File: src/rtl/control_unit.sv
// Decode/sequence stage behind the IR: drives PC control and datapath enables.
// Latency: ALU ops 1 cycle, loads 2 cycles, MUL/DIV/MOD wait for alu_done (bounded by ALU_TIMEOUT).
// Backpressure: stall holds the PC (and so the IR) while a load or long ALU op is outstanding.
module control_unit #(
  parameter int OPW         = 6,
  parameter int VALW        = 8,
  parameter int ADDRW       = 10,
  parameter int ALU_TIMEOUT = 32
) (
  input  logic             clk,
  input  logic             reset,
  input  logic [OPW-1:0]   op_code,
  input  logic             reg_s,
  input  logic             acc_s,
  input  logic [VALW-1:0]  val,
  input  logic             zero,
  input  logic             neg,
  input  logic             carry,
  input  logic             ovf,
  input  logic             alu_done,
  output logic             stall,
  output logic             branch,
  output logic [ADDRW-1:0] br_address,
  output logic [OPW-1:0]   alu_op,
  output logic             alu_start,
  output logic             reg_we,
  output logic             acc_we,
  output logic             mem_re,
  output logic             mem_we,
  output logic             halted,
  output logic             illegal,
  output logic             timeout
);

  // Wait counter only needs to reach ALU_TIMEOUT-1.
  localparam int CNTW = (ALU_TIMEOUT > 2) ? $clog2(ALU_TIMEOUT) : 1;
  localparam logic [CNTW-1:0] CNT_LIM = CNTW'(ALU_TIMEOUT - 1);

  // Opcode map
  localparam logic [OPW-1:0] OP_HLT     = OPW'(6'b000000);
  localparam logic [OPW-1:0] OP_LDR     = OPW'(6'b000001);
  localparam logic [OPW-1:0] OP_STR     = OPW'(6'b000010);
  localparam logic [OPW-1:0] OP_BRZ     = OPW'(6'b000011);
  localparam logic [OPW-1:0] OP_BRN     = OPW'(6'b000100);
  localparam logic [OPW-1:0] OP_BRC     = OPW'(6'b000101);
  localparam logic [OPW-1:0] OP_BRO     = OPW'(6'b000110);
  localparam logic [OPW-1:0] OP_BRA     = OPW'(6'b000111);
  localparam logic [OPW-1:0] OP_ALU_LO  = OPW'(6'b001000);
  localparam logic [OPW-1:0] OP_ALU_HI  = OPW'(6'b001111);
  localparam logic [OPW-1:0] OP_MUL     = OPW'(6'b010000);
  localparam logic [OPW-1:0] OP_DIV     = OPW'(6'b010001);
  localparam logic [OPW-1:0] OP_MOD     = OPW'(6'b010010);

  typedef enum logic [2:0] {
    ST_START    = 3'd0,
    ST_EXEC     = 3'd1,
    ST_MEM_WAIT = 3'd2,
    ST_ALU_WAIT = 3'd3,
    ST_FLUSH    = 3'd4,
    ST_HALT     = 3'd5
  } state_t;

  state_t          state_q, state_d;
  logic [CNTW-1:0] cnt_q, cnt_d;
  logic [OPW-1:0]  alu_op_q, alu_op_d;

  // Instruction class decode of the current IR contents
  logic is_alu;
  logic is_mdm;
  logic is_cond_br;
  logic br_taken;

  // Classify the opcode and resolve branch direction from the ALU flags
  always_comb begin
    is_alu     = (op_code >= OP_ALU_LO) && (op_code <= OP_ALU_HI);
    is_mdm     = (op_code == OP_MUL) || (op_code == OP_DIV) || (op_code == OP_MOD);
    is_cond_br = (op_code >= OP_BRZ) && (op_code <= OP_BRA);
    br_taken   = 1'b0;
    case (op_code)
      OP_BRZ:  br_taken = zero;
      OP_BRN:  br_taken = neg;
      OP_BRC:  br_taken = carry;
      OP_BRO:  br_taken = ovf;
      OP_BRA:  br_taken = 1'b1;
      default: br_taken = 1'b0;
    endcase
  end

  // Next-state, counter and combinational output decode of state + IR
  always_comb begin
    state_d   = state_q;
    cnt_d     = cnt_q;
    alu_op_d  = alu_op_q;
    stall     = 1'b0;
    branch    = 1'b0;
    alu_start = 1'b0;
    reg_we    = 1'b0;
    acc_we    = 1'b0;
    mem_re    = 1'b0;
    mem_we    = 1'b0;
    halted    = 1'b0;
    illegal   = 1'b0;
    timeout   = 1'b0;

    case (state_q)
      ST_START: begin
        // Give the IR one cycle to fill before decoding.
        stall   = 1'b1;
        state_d = ST_EXEC;
      end

      ST_EXEC: begin
        alu_op_d = op_code;
        if (is_alu) begin
          acc_we = ~reg_s;
          reg_we = reg_s;
        end else if (op_code == OP_LDR) begin
          mem_re  = 1'b1;
          stall   = 1'b1;
          state_d = ST_MEM_WAIT;
        end else if (op_code == OP_STR) begin
          mem_we = 1'b1;
        end else if (is_cond_br) begin
          // Not-taken branches fall through as a NOP.
          if (br_taken) begin
            branch  = 1'b1;
            state_d = ST_FLUSH;
          end
        end else if (is_mdm) begin
          alu_start = 1'b1;
          stall     = 1'b1;
          cnt_d     = '0;
          state_d   = ST_ALU_WAIT;
        end else if (op_code == OP_HLT) begin
          // Hold the PC so nothing past the HLT is fetched.
          stall   = 1'b1;
          state_d = ST_HALT;
        end else begin
          illegal = 1'b1;
        end
      end

      ST_MEM_WAIT: begin
        // Load data returns now; write it back and release the PC.
        mem_re  = 1'b1;
        acc_we  = ~reg_s;
        reg_we  = reg_s;
        state_d = ST_EXEC;
      end

      ST_ALU_WAIT: begin
        cnt_d = cnt_q + CNTW'(1);
        if (alu_done) begin
          // A result arriving on the limit cycle still counts.
          acc_we  = ~reg_s;
          reg_we  = reg_s;
          cnt_d   = '0;
          state_d = ST_EXEC;
        end else if (cnt_q == CNT_LIM) begin
          // Abandon the instruction: release the PC so it is skipped,
          // otherwise EXEC would just reissue it.
          timeout = 1'b1;
          cnt_d   = '0;
          state_d = ST_EXEC;
        end else begin
          stall = 1'b1;
        end
      end

      ST_FLUSH: begin
        // IR holds the wrong-path instruction; drop it.
        state_d = ST_EXEC;
      end

      ST_HALT: begin
        stall  = 1'b1;
        halted = 1'b1;
      end

      default: begin
        stall   = 1'b1;
        state_d = ST_START;
      end
    endcase

    // Reset dominates: no enables escape in the reset cycle.
    if (reset) begin
      stall     = 1'b1;
      branch    = 1'b0;
      alu_start = 1'b0;
      reg_we    = 1'b0;
      acc_we    = 1'b0;
      mem_re    = 1'b0;
      mem_we    = 1'b0;
      halted    = 1'b0;
      illegal   = 1'b0;
      timeout   = 1'b0;
    end
  end

  // State, wait counter and registered ALU opcode
  always_ff @(posedge clk) begin
    if (reset) begin
      state_q  <= ST_START;
      cnt_q    <= '0;
      alu_op_q <= '0;
    end else begin
      state_q  <= state_d;
      cnt_q    <= cnt_d;
      alu_op_q <= alu_op_d;
    end
  end

  assign alu_op     = alu_op_q;
  assign br_address = ADDRW'({acc_s, reg_s, val});

  // PC must never be told to both hold and load.
  a_stall_branch_excl: assert property (@(posedge clk) !(stall && branch));

  // Write enables are one-hot when present.
  a_we_onehot: assert property (@(posedge clk) !(reg_we && acc_we));

endmodule

File: config.mk
export PLATFORM = sky130hd
export DESIGN_NAME = control_unit
export DESIGN_NICKNAME = d
export VERILOG_FILES = /design/src/rtl/control_unit.sv
export SDC_FILE = /design/constraint.sdc
export NUM_CORES = 1
export LEC_CHECK = 0
export ABC_AREA = 1
export BUFFER_PORTS_ARGS = -buffer_cell sky130_fd_sc_hd__buf_4
export CAP_MARGIN = 25
export CORE_MARGIN = 2
export CORE_UTILIZATION = 50
export CTS_BUF_LIST = sky130_fd_sc_hd__clkbuf_2 sky130_fd_sc_hd__clkbuf_4 sky130_fd_sc_hd__clkbuf_8
export DETAILED_ROUTE_END_ITERATION = 6
export PLACE_DENSITY = 0.93
export SLEW_MARGIN = 20
export SYNTH_ARGS = -nofsm -noshare
export SYNTH_HDL_FRONTEND = slang
export SYNTH_SLANG_ARGS = --single-unit
File: constraint.sdc
create_clock -name clk -period 5.3 [get_ports clk]
set_clock_uncertainty 0.2 [all_clocks]
set_input_delay 0.53 -clock clk [delete_from_list [all_inputs] [get_ports clk]]
set_output_delay 0.53 -clock clk [all_outputs]
set_load 0.005 [all_outputs]
==> results.json <==
{
  "p_total_w": 0.000310,
  "die_h_um": 50.7,
  "drt_first_pass_iters": 4,
  "syn_avg_cell_area_um2": 6.61,
  "vdd_ir_drop_max_v": 0.000156,
  "top_usage_layer": "met2",
  "die_w_um": 50.7,
  "drt_iter0_drc": 36,
  "cts_setup_buffers": 0,
  "worst_slew_pin_slew_ns": 0.327,
  "drive_above_1_share_pct": 29.6,
  "num_io_pins": 49,
  "post-route-drc-count": 0,
  "worst-setup-path-type": "reg -> out",
  "fin_crit_sh_pct": 48.7,
  "gr-usage-met3_pct": 5.65,
  "drt-total-wl_um": 2590,
  "crit_family": "simple AND/OR/NAND/NOR gates",
  "critPathMostFrequentCell": "ha_1",
  "critPathRequiredTime_ns": 4.57,
  "leakage_nw": 0.634,
  "path_clk_slew_ns": 0.09,
  "crit_chain": "ha_1 > and3_1 > ha_1 > inv_1 > nor4_1 > buf_4",
  "grt_pass1_vias": 1153,
  "end_kind": "primary output",
  "synth_cell_types": 27,
  "num_vias": 1167,
  "cts_buffer_depth": 2,
  "rows": 16,
  "port_buffers": 30,
  "ctsHoldBuffers": 0,
  "grt-ovfl-total": 0,
  "setup_viol": 0,
  "slew-limit-headroom_pct": 78.0,
  "place_hpwl_um": 1960,
  "cts_tree": "done",
  "antenna_cells": 0,
  "cap_viol_max_count": 0,
  "met1_usage_pct": 26.6,
  "ctsResizeCount": 0,
  "setup_tns_ns": 0,
  "area_growth_pct": 18.7,
  "layout_common_cells": "nand2_1 (36), buf_4 (30), nor2_1 (24), dfxtp_1 (14)",
  "grt_antenna_before_repair": 0,
  "die-area_um2": 2570,
  "fin_nets": 212,
  "fmax_ghz": 0.387,
  "synth_area_um2": 1090,
  "cts-root-buf": "clkbuf_4",
  "startpoint_type": "register",
  "ant_nets": 0,
  "worstPathMaxFanout": 4,
  "ys_warn_count": 0,
  "layout_commonest_cell": "nand2_1",
  "syn_nets": 190,
  "final_hold_viol_count": 0,
  "rsz0062_at_grt": "no",
  "vias_per_cell": 5.48,
  "slowest_delay_ns": 0.39,
  "h-tree-depth": 1,
  "worst-path-buf-inv": 2,
  "grt_max_degree": 18,
  "critPathArrivalTime_ns": 1.85,
  "crit_path_top_delay_cell": "dfxtp_1",
  "outcome": "finished, final reports clean",
  "p_per_area_nw_per_um2": 239,
  "cts_buffers": 3,
  "syn_inst": 165,
  "cts_sinks": 14,
  "globalplace.congestion": 0.890,
  "core_area_um2": 2000,
  "routedWlPerCell_um": 12.1,
  "met2_usage_pct": 38.6,
  "ys_seq_area_share_pct": 25.7,
  "grt_usage_pct": 23.1,
  "grt_pass1_wl_um": 4570,
  "start_util_pct": 54.5,
  "insertion_delay_ns": 0.29,
  "hold_path_class": "reg -> reg",
  "synth-seq-cells": 14,
  "period_needed_ns": 2.58,
  "slew_violations": 0
}
## metal layers
metal  wire length (um)  part of all wire, %
met1               1090                   42
met2               1240                   48
met3                206                  8.0
met4                 55                  2.1
met5                  0                    0
## registers in the layout, indices dropped and copies added, names as in the netlist
name,cells
alu_op,6
state_q,3
cnt_q,5
## final cells by class
class | instances | area (um2)
clock buffer | 4 | 36.3
fill | 188 | 707
inverter | 18 | 70.1
multi-input combinational | 120 | 649
sequential | 14 | 280
tap | 27 | 33.8
timing repair buffer | 30 | 225
## cell families after synthesis
group | count (synthesis) | share of synthesized area, %
AND/OR/NAND/NOR | 94 | 45.5
buffers and inverters | 31 | 14.8
AO/OA/AOI/OAI | 22 | 10.1
flip-flops | 14 | 25.7
XOR/XNOR | 2 | 1.61
adder cells (fa/ha/maj) | 2 | 2.29
## stage by stage
step           cell area, um2  hold slack, ns  setup WS [ns]  util (%)  cells
5_1_grt                  1290           0.306           2.62      64.7    213
6_report                 1290           0.299           2.72      64.7    213
3_5_place_dp             1260           0.275           3.07      62.9    209
2_1_floorplan            1090           0.239           3.34         -    165
4_1_cts                  1290           0.295           2.72      64.7    213
3_3_place_gp             1260           0.255           3.12      62.9    209
## worst reg2reg max path, stage by stage, from the launching register on
cell     delay (ns)
dfxtp_1        0.39
ha_1           0.20
and3_1         0.17
ha_1           0.18
inv_1          0.09
nand2_2        0.11
nand2_2        0.06
nor2_2         0.13
nand3_2        0.08
nor2_1         0.09
nor2_1         0.04
## synth_stat cells, drive strengths merged
master	instances	area, um2
nor3b	1	7.51
o21ai	9	45.0
and3	1	6.26
nor4	1	6.26
dfxtp	14	280
nor3	2	10.0
xor2	2	17.5
a21oi	13	65.1
buf	12	87.6
clkbuf	1	3.75
inv	18	70.1
nand4	4	31.3
ha	2	25.0
nand2	39	159
nand3	14	97.6
nor2	32	179
## worst paths after layout
check | startpoint | cells past startpoint | slack (ns) | end
max | cnt_q[0] | 6 | 2.72 | timeout
min | alu_op[3] | 2 | 0.30 | alu_op[3]
max reg2reg | cnt_q[0] | 10 | 3.46 | state_q[0]
min reg2reg | alu_op[3] | 2 | 0.30 | alu_op[3]
## report_power, final
group,total (W),internal [W],switching [W]
clock network,0.0000805,0.0000419,0.0000386
logic,0.000105,0.0000431,0.0000615
registers,0.000125,0.000116,0.00000853
total,0.000310,0.000201,0.000109
Power figures use the tool's default switching activity.
